## config.mk

```make
export PLATFORM = sky130hd
export DESIGN_NAME = fc_neuron_seq_flat
export DESIGN_NICKNAME = d
export VERILOG_FILES = /design/src/rtl/fc_neuron_seq_if.sv /design/src/rtl/fc_neuron_seq.sv /design/src/flat_wrapper.sv
export SDC_FILE = /design/constraint.sdc
export NUM_CORES = 2
export LEC_CHECK = 0
export ABC_AREA = 1
export BUFFER_PORTS_ARGS = -buffer_cell sky130_fd_sc_hd__buf_4
export CAP_MARGIN = 20
export CORE_ASPECT_RATIO = 2
export CORE_MARGIN = 2
export CORE_UTILIZATION = 60
export DETAILED_ROUTE_END_ITERATION = 10
export PLACE_DENSITY = 0.77
export SLEW_MARGIN = 20
export SYNTH_ARGS = -nofsm -noshare
export SYNTH_HDL_FRONTEND = slang
export SYNTH_SLANG_ARGS = --single-unit
```

## constraint.sdc

```tcl
create_clock -name clk -period 43.9 [get_ports clk]
set_input_delay 4.39 -clock clk [delete_from_list [all_inputs] [get_ports clk]]
set_output_delay 4.39 -clock clk [all_outputs]
set_load 0.05 [all_outputs]
```

## src/rtl/fc_neuron_seq_if.sv

```systemverilog
// rtl/fc_neuron_seq_if.sv - input beat stream, weight/bias write port and result stream for fc_neuron_seq
interface fc_neuron_seq_if #(
    parameter int WIDTH = 8,
    parameter int IN    = 128,
    parameter int LANES = 4
);
    localparam int AW  = WIDTH*2 + $clog2(IN) + 1;
    localparam int AWD = $clog2(IN+1);

    logic [WIDTH-1:0] x [0:LANES-1];
    logic             in_valid;
    logic             in_ready;
    logic             w_we;
    logic [AWD-1:0]   w_addr;
    logic [WIDTH-1:0] w_data;
    logic [AW-1:0]    z;
    logic             out_valid;
    logic             out_ready;

    modport master (
        output x, in_valid, w_we, w_addr, w_data, out_ready,
        input  in_ready, z, out_valid
    );

    modport slave (
        input  x, in_valid, w_we, w_addr, w_data, out_ready,
        output in_ready, z, out_valid
    );
endinterface

```

## src/rtl/fc_neuron_seq.sv

```systemverilog
// rtl/fc_neuron_seq.sv - sequential fully-connected neuron, LANES MACs per beat, two-stage product/accumulate pipeline
// Optional ReLU on the result when FC_RELU_EN is defined.
module fc_neuron_seq #(
    parameter int WIDTH = 8,
    parameter int IN    = 128,
    parameter int LANES = 4
) (
    input  logic            clk,
    input  logic            rst,
    fc_neuron_seq_if.slave  bus
);
    localparam int AW    = WIDTH*2 + $clog2(IN) + 1;
    localparam int AWD   = $clog2(IN+1);
    localparam int PW    = 2*WIDTH;
    localparam int BEATS = IN / LANES;
    localparam int CW    = $clog2(BEATS+1);
    localparam int IW    = (IN > 1) ? $clog2(IN) : 1;
    localparam logic [AWD-1:0] BIAS_ADDR = AWD'(IN);
    localparam logic [CW-1:0]  LAST_BEAT = CW'(BEATS-1);

    typedef enum logic [1:0] {IDLE, ACC, DRAIN, OUT} state_t;

    state_t                  state;
    logic [CW-1:0]           cnt;
    logic signed [WIDTH-1:0] w [0:IN-1];
    logic signed [WIDTH-1:0] bias;
    logic signed [PW-1:0]    prod [0:LANES-1];
    logic                    prod_valid;
    logic signed [AW-1:0]    acc;
    logic signed [AW-1:0]    z_r;
    logic                    out_valid_r;

    logic                    accept;
    logic [CW-1:0]           beat_idx;
    logic signed [WIDTH-1:0] wsel [0:LANES-1];
    logic signed [AW-1:0]    psum;
    logic signed [AW-1:0]    final_sum;
    logic signed [AW-1:0]    z_next;

    assign bus.in_ready  = (state == IDLE) ? !bus.w_we : (state == ACC);
    assign bus.z         = z_r;
    assign bus.out_valid = out_valid_r;
    assign accept        = bus.in_valid && bus.in_ready;

    // The first beat is taken from IDLE while cnt still reads 0.
    always_comb begin
        beat_idx = (state == IDLE) ? '0 : cnt;
        for (int k = 0; k < LANES; k++) begin
            wsel[k] = w[IW'(int'(beat_idx)*LANES + k)];
        end
        psum = '0;
        if (prod_valid) begin
            for (int k = 0; k < LANES; k++) begin
                psum = psum + AW'(prod[k]);
            end
        end
        final_sum = acc + psum + AW'(bias);
`ifdef FC_RELU_EN
        z_next = final_sum[AW-1] ? '0 : final_sum;
`else
        z_next = final_sum;
`endif
    end

    always_ff @(posedge clk or posedge rst) begin
        if (rst) begin
            state       <= IDLE;
            cnt         <= '0;
            acc         <= '0;
            prod_valid  <= 1'b0;
            z_r         <= '0;
            out_valid_r <= 1'b0;
            bias        <= '0;
            for (int i = 0; i < IN; i++) begin
                w[i] <= '0;
            end
            for (int k = 0; k < LANES; k++) begin
                prod[k] <= '0;
            end
        end else begin
            prod_valid <= accept;
            if (accept) begin
                for (int k = 0; k < LANES; k++) begin
                    prod[k] <= $signed(bus.x[k]) * wsel[k];
                end
            end
            if (prod_valid) begin
                acc <= acc + psum;
            end

            case (state)
                IDLE: begin
                    if (bus.w_we) begin
                        if (bus.w_addr < BIAS_ADDR) begin
                            w[IW'(bus.w_addr)] <= bus.w_data;
                        end else if (bus.w_addr == BIAS_ADDR) begin
                            bias <= bus.w_data;
                        end
                    end
                    if (accept) begin
                        acc   <= '0;
                        cnt   <= CW'(1);
                        state <= (BEATS == 1) ? DRAIN : ACC;
                    end
                end
                ACC: begin
                    if (accept) begin
                        cnt <= cnt + CW'(1);
                        if (cnt == LAST_BEAT) begin
                            state <= DRAIN;
                        end
                    end
                end
                DRAIN: begin
                    // Retire the last products and fold in the bias in one step.
                    acc         <= final_sum;
                    z_r         <= z_next;
                    out_valid_r <= 1'b1;
                    state       <= OUT;
                end
                OUT: begin
                    if (bus.out_ready) begin
                        out_valid_r <= 1'b0;
                        cnt         <= '0;
                        state       <= IDLE;
                    end
                end
                default: state <= IDLE;
            endcase
        end
    end
endmodule

```

## src/flat_wrapper.sv

```systemverilog
// flat-port wrapper written by rule: the top's interface ports become plain ports
module fc_neuron_seq_flat 
#(
    parameter int WIDTH = 8,
    parameter int IN    = 128,
    parameter int LANES = 4
)
  (clk, rst, bus_x, bus_in_valid, bus_w_we, bus_w_addr, bus_w_data, bus_out_ready, bus_in_ready, bus_z, bus_out_valid);
  fc_neuron_seq_if #(.WIDTH(WIDTH), .IN(IN), .LANES(LANES)) bus_i ();
  input  logic clk;
  input  logic rst;
  input wire logic [$bits(bus_i.x)-1:0] bus_x;
  input wire logic [$bits(bus_i.in_valid)-1:0] bus_in_valid;
  input wire logic [$bits(bus_i.w_we)-1:0] bus_w_we;
  input wire logic [$bits(bus_i.w_addr)-1:0] bus_w_addr;
  input wire logic [$bits(bus_i.w_data)-1:0] bus_w_data;
  input wire logic [$bits(bus_i.out_ready)-1:0] bus_out_ready;
  output wire logic [$bits(bus_i.in_ready)-1:0] bus_in_ready;
  output wire logic [$bits(bus_i.z)-1:0] bus_z;
  output wire logic [$bits(bus_i.out_valid)-1:0] bus_out_valid;
  assign bus_i.x = {>>{bus_x}};
  assign bus_i.in_valid = bus_in_valid;
  assign bus_i.w_we = bus_w_we;
  assign bus_i.w_addr = bus_w_addr;
  assign bus_i.w_data = bus_w_data;
  assign bus_i.out_ready = bus_out_ready;
  assign bus_in_ready = bus_i.in_ready;
  assign bus_z = bus_i.z;
  assign bus_out_valid = bus_i.out_valid;
  fc_neuron_seq #(.WIDTH(WIDTH), .IN(IN), .LANES(LANES)) u_core (.clk(clk), .rst(rst), .bus(bus_i));
endmodule
```

# ---- Word-level counts from Yosys, hierarchy flattened
# Index checks and enable logic that the tools add are counted.
dict set report totals {
  regBits 1154
  input_bits 53
  out_inout_bits 26
}
dict set report classes {
  n_addsub 9
  mul 4
  n_lt_le_gt_ge 7
  eq_ne 9
  n_mux 32
  n_bitwise 6
  n_reduce_logical 11
}
# cell count
set op_table {}
lappend op_table {{bitwise mux 1024 bit} 1}
lappend op_table {{binary-select mux 8 bit (select 7 bit)} 4}
lappend op_table {{two-way mux 24 bit} 3}
lappend op_table {{two-way mux 8 bit} 9}
lappend op_table {{multiplier 8 x 8 -> 16 bit} 4}
lappend op_table {{demux 8 bit (select 7 bit)} 1}
lappend op_table {{case mux 24 bit (2 select lines)} 1}
lappend op_table {{greater-or-equal comparator 7 x 8 -> 1 bit (second input constant)} 4}
lappend op_table {{inverter 7 bit} 4}
lappend op_table {{adder 24 x 16 -> 24 bit} 1}
lappend op_table {{adder 24 bit} 1}
lappend op_table {{adder 24 x 8 -> 24 bit} 1}
lappend op_table {{adder 17 x 16 -> 18 bit} 1}
lappend op_table {{two-way mux 6 bit} 3}
lappend op_table {{case mux 6 bit (3 select lines)} 1}
lappend op_table {{adder 16 x 16 -> 17 bit} 1}
lappend op_table {{adder 7 x 2 -> 7 bit (second input constant)} 2}
lappend op_table {{AND reduction 4 bit} 3}
lappend op_table {{equality test 8 bit (second input constant)} 1}
lappend op_table {{greater-or-equal comparator 8 bit (second input constant)} 1}
lappend op_table {{< comparator 8 x 1 -> 1 bit (second input constant)} 1}
lappend op_table {{< comparator 8 bit (second input constant)} 1}
lappend op_table {{two-way mux 2 bit} 4}
lappend op_table {{inverter 7 -> 8 bit} 1}
lappend op_table {{other kinds (19)} 24}

# ---- Depth between registers and ports, before layout
dict set report depth {
  depth_word 8
  mapped_depth 43
  ltp_nobuf 43
}

# ---- Worst setup path after synthesis
# Ideal clock, no wire load.
dict set report synth_timing {
  path_kind {input-to-output}
  from {input port bus_w_we}
  to {output port bus_in_ready}
  t_arrival_ns 5.160
  t_required_ns 39.510
  path_slack_ns 34.350
  path_stages 3
  n_path_buf 0
  path_cell_list {nand2_1 -> inv_1 -> nor2_1}
}
dict set report synth_via {
  elab_chain_len 2
}
# item line
set synth_lines {}
lappend synth_lines {{from (decl)} flat_wrapper.sv:14} ;# input wire logic [$bits(bus_i.w_we)-1:0] bus_w_we;
lappend synth_lines {{zero test 1 bit} fc_neuron_seq.sv:40} ;# assign bus.in_ready = (state == IDLE) ? !bus.w_we : (state == ACC);
lappend synth_lines {{two-way mux 1 bit} fc_neuron_seq.sv:40}
lappend synth_lines {{to (decl)} flat_wrapper.sv:18} ;# output wire logic [$bits(bus_i.in_ready)-1:0] bus_in_ready;
# No other way between the ends.

# ---- Worst setup path in the final report
dict set report layout_timing {
  from {register u_core.state[1]}
  to {register u_core.prod[47] in the netlist's numbering}
}
dict set report layout_via {
  elab_chain_len 8
  word_cells_on_any_way 11
  cone_classes {1 x add/sub; 1 x mul; 1 x eq/ne; 5 x mux; 1 x bitwise; 2 x reduce/logical}
}
# item line
set layout_lines {}
lappend layout_lines {{from (decl)} fc_neuron_seq.sv:23} ;# state_t state;
lappend layout_lines {{from (signal assigned)} fc_neuron_seq.sv:103} ;# state <= (BEATS == 1) ? DRAIN : ACC;
lappend layout_lines {{zero test 2 bit} {fc_neuron_seq.sv:40, fc_neuron_seq.sv:47}}
lappend layout_lines {{two-way mux 5 bit} fc_neuron_seq.sv:47} ;# beat_idx = (state == IDLE) ? '0 : cnt;
lappend layout_lines {{adder 7 x 1 -> 7 bit} fc_neuron_seq.sv:49} ;# wsel[k] = w[IW'(int'(beat_idx)*LANES + k)];
lappend layout_lines {{inverter 7 bit (not written as such)} fc_neuron_seq.sv:49}
lappend layout_lines {{binary-select mux 8 bit (select 7 bit)} fc_neuron_seq.sv:49}
lappend layout_lines {{two-way mux 8 bit (not written as such) (2 in a row)} fc_neuron_seq.sv:49}
lappend layout_lines {{multiplier 8 x 8 -> 16 bit} fc_neuron_seq.sv:84} ;# prod[k] <= $signed(bus.x[k]) * wsel[k];
lappend layout_lines {{to (signal, indexed assignment)} fc_neuron_seq.sv:84}
lappend layout_lines {{to (decl)} fc_neuron_seq.sv:27} ;# logic signed [PW-1:0] prod [0:LANES-1];
# Parallel ways exist; a longest one is shown, timed or not. The select of a mux whose other input is x is not followed.
# A chain may end at the register's enable or synchronous reset.

==> impl_metrics.csv <==
group,metric,value,unit
status,status,"complete, no violations",
worst_setup_path,setup.worst_path.end,"u_core.prod[47]",
grt,antenna_found_initial,4,
final_layout,area_delta_synth_final,6.07,%
clocking,clk_latency,0.74,ns
grt,grt_pass1_vias,54700,
final_layout,fin_util,0.640,
clocking,cts_sinks,1154,
synthesis,syn-num-nets,8443,
timing,whs,0.479,ns
final_layout,stdcell_count,9161,
detailed_routing,drc,0,
detailed_routing,num_vias,55200,
die,ios,79,
die,core,108000,µm²
synthesis,synth_cell_type_count,58,
worst_setup_path,cp_common_cell,"nand2_1",
detailed_routing,drtAntennaViolNets,0,
synthesis,yosys.area_share.simple,0.212,
final_layout,drive_above_1_share,0.0520,
timing,fin_crit_sh,0.221,
worst_setup_path,required,44.50,ns
die,dieArea,112000,µm²
synthesis,synthAdderAreaFrac,0.112,
synthesis,synth_top_family_by_area,"simple AND/OR/NAND/NOR gates",
worst_setup_path,worstPathMaxFanout,190,
die,die_x,238,µm
die,die_y,471,µm
synthesis,synthFlopType,"dfrtp_1",
clocking,cts_htree_levels,3,
synthesis,syn_area_per_cell,8.24,µm²
synthesis,synthXorXnorAreaFrac,0.0119,
placed_design,hpwl,123000,µm
worst_setup_path,r2r_end,"u_core.prod[47]",
clocking,ctsHoldBuffers,0,
clocking,cts_made_buffers,101,
worst_setup_path,cp_slowest_cell,"buf_4",
synthesis,ys_ff_latch,1154,
power_and_ir_drop,peakVddDrop,0.0000689,V
placed_design,place_congestion,0.965,
worst_setup_path,arrival,10.32,ns
worst_setup_path,cp_slowest_stage_delay,0.79,ns
clocking,cts_resized,0,
synthesis,synth_compound_area_frac,0.157,
clocking,cts_root_buf,"clkbuf_16",
timing,timing.fmax,103,MHz
timing,worst_pin_slew,1.17,ns
synthesis,yosysWarnings,0,
detailed_routing,drt-pass1-iter-count,7,
worst_setup_path,critPathLaunchType,"register",
worst_setup_path,rr_worst_depth,31,
synthesis,synth_edf_count,0,
timing,setup_viol,0,
timing,rsz0062_at_grt,"false",
die,start_util,0.604,
detailed_routing,drtIter0Drc,5334,
placed_design,placed_area,66000,µm²
worst_setup_path,regToRegSetupSlack,34.18,ns
timing,layout_min_cycle_time,9.72,ns
worst_setup_path,crit_start,"u_core.state[1]",
clocking,cts_buffer_depth,3,
timing,max_slew_margin,0.217,
timing,skew,0.0376,ns
min_path,holdCritStartpoint,"u_core.bus.z[2]",
clocking,path_clk_slew,0.07,ns
placed_design,portBuffers,78,
min_path,min_path_type,"register to register",
placed_design,dpl.cell_count,8968,
grt,grt_overflow_total,0,
synthesis,syn-cell-area,65500,µm²
run,maxCapViolCount,0,
die,row_count,171,
grt,track_usage,0.336,
clocking,cts_setup_buffers,0,
clocking,cts_tree,"built",
worst_setup_path,r2r_start,"u_core.state[1]",
power_and_ir_drop,p_leak,31.6,nW
worst_setup_path,path_class,"register to register",
grt,grt_first_pass_wirelength,296000,µm
power_and_ir_drop,power_density,67.9,nW/µm²
synthesis,synthArstFlopShare,1.00,
synthesis,synthMuxAreaShare,0.000458,
timing,hold_viol_final,0,
worst_setup_path,end_kind,"register",
final_layout,final_cell_area,69500,µm²
timing,setup_tns,0,ns
grt,grt_max_degree,191,
final_layout,layout.nets,8184,
synthesis,synth-seq-area-share,0.441,
detailed_routing,wirelength,186000,µm
detailed_routing,via_per_inst,6.02,
synthesis,synthCells,7948,
detailed_routing,wl_per_cell,20.3,µm
timing,slew_viol_final,0,
-- cell usage in the layout (no fill, tap or decap), types with 5 or more instances in the layout --
cell type / netlist / layout
clkbuf_16: 0 / 104
nor2_2: 4 / 8
xnor2_1: 37 / 37
buf_12: 0 / 7
or2_2: 33 / 33
o31ai_1: 18 / 18
a32o_1: 96 / 96
clkbuf_8: 0 / 21
nand3_1: 456 / 456
clkinv_2: 0 / 27
nand2_1: 2600 / 2599
inv_2: 9 / 8
a21o_1: 5 / 5
o311ai_1: 12 / 12
a31oi_1: 11 / 11
o211ai_1: 163 / 163
nor2_1: 307 / 300
inv_4: 0 / 8
o21ai_0: 1120 / 1120
o21bai_1: 16 / 16
dfrtp_1: 1154 / 1154
nor3_1: 23 / 23
xor2_1: 52 / 52
o21ai_1: 79 / 79
o2111ai_1: 7 / 7
o21ai_2: 15 / 15
buf_4: 48 / 125
fa_1: 243 / 243
ha_1: 199 / 199
a21oi_1: 244 / 244
clkbuf_1: 228 / 21
nor4_4: 6 / 6
inv_1: 485 / 476
bufinv_16: 0 / 6
nand4_1: 10 / 10
-- flip-flops by register name, indices dropped and copies added, names as in the netlist --
register / flops
u_core.w: 1024
u_core.prod: 64
u_core.acc: 24
u_core.bus.z: 24
u_core.bias: 8
u_core.cnt: 6
u_core.state: 2
u_core.bus.out_valid: 1
u_core.prod_valid: 1
-- critical path, delay by kind of cell, from the launching register on --
family | cells | cell delay, ns
DFF | 1 | 0.40
buffers and inverters | 9 | 2.95
and+or+nand+nor | 10 | 1.70
adders and majority gates | 6 | 3.35
AOI/OAI and AO/OA | 6 | 1.01
-- cell usage after synthesis, types with 10 or more instances --
cell / n / area [µm²]
o31ai_1: 18 / 135
o21ai_1: 79 / 395
nor3_1: 23 / 115
xnor2_1: 37 / 324
fa_1: 243 / 4860
inv_1: 485 / 1820
clkbuf_1: 228 / 856
buf_6: 15 / 169
a31oi_1: 11 / 68.8
xor2_1: 52 / 455
nand3_1: 456 / 2280
a21oi_1: 244 / 1220
a32o_1: 96 / 961
nand4_1: 10 / 62.6
nand2_1: 2600 / 9760
o21ai_2: 15 / 131
o311ai_1: 12 / 105
buf_1: 13 / 48.8
ha_1: 199 / 2490
buf_4: 48 / 360
o21bai_1: 16 / 120
nor2_1: 307 / 1150
o211ai_1: 163 / 1220
or2_2: 33 / 206
dfrtp_1: 1154 / 28900
buf_2: 194 / 971
o21ai_0: 1120 / 5610
-- area by class of cell --
cell class | count | area, µm²
clock buffers | 146 | 2970
multi-input cells | 5802 | 32400
fillers | 9246 | 39000
diodes | 1 | 2.50
inverters | 494 | 1890
well taps | 1384 | 1730
flip-flops and latches | 1154 | 28900
clock inverters | 44 | 470
repair buffers | 136 | 1120
-- cell families (layout without fill, tap and decap cells) --
family / Yosys count / in the layout
buffers and inverters: 992 / 820
adder cells (fa/ha/maj): 442 / 442
AND/OR/NAND/NOR: 3456 / 3456
other: 0 / 1
XOR/XNOR: 89 / 89
flip-flops: 1154 / 1154
multiplexers: 3 / 3
AO/OA/AOI/OAI: 1812 / 1812
-- through the flow --
stage,total power (W),worst slack (ns)
after global placement,0.00373,34.37
after detailed placement,0.00377,34.27
final,0.00472,34.18
after floorplan,0.00308,7.01
after CTS,0.00471,34.36
after global routing,0.00505,33.72
-- how the worst min path moves through the flow --
| stage | endpoint | slack, ns | depth (start not counted) |
|---|---|---|---|
| 2_1_floorplan | u_core.w[135] | 0.45 | 2 |
| 3_3_place_gp | u_core.w[775] | 0.46 | 2 |
| 3_5_place_dp | u_core.w[775] | 0.47 | 2 |
| 4_1_cts | u_core.w[271] | 0.48 | 2 |
| 5_1_grt | u_core.w[73] | 0.50 | 2 |
| 6_report | u_core.bus.z[2] | 0.48 | 2 |
-- layer usage --
metal / GRT usage / part of all wire
met2: 0.575 / 0.50
met3: 0.0476 / 0.057
met5: 0 / 0.00024
met4: 0.238 / 0.078
met1: 0.387 / 0.36
-- power by group --
part / switching, W / internal (W)
Sequential: 0.0000628 / 0.00115
Clock: 0.000415 / 0.000510
Combinational: 0.00175 / 0.000831
Total: 0.00223 / 0.00249
No activity file was read; power rests on OpenSTA's default activity.
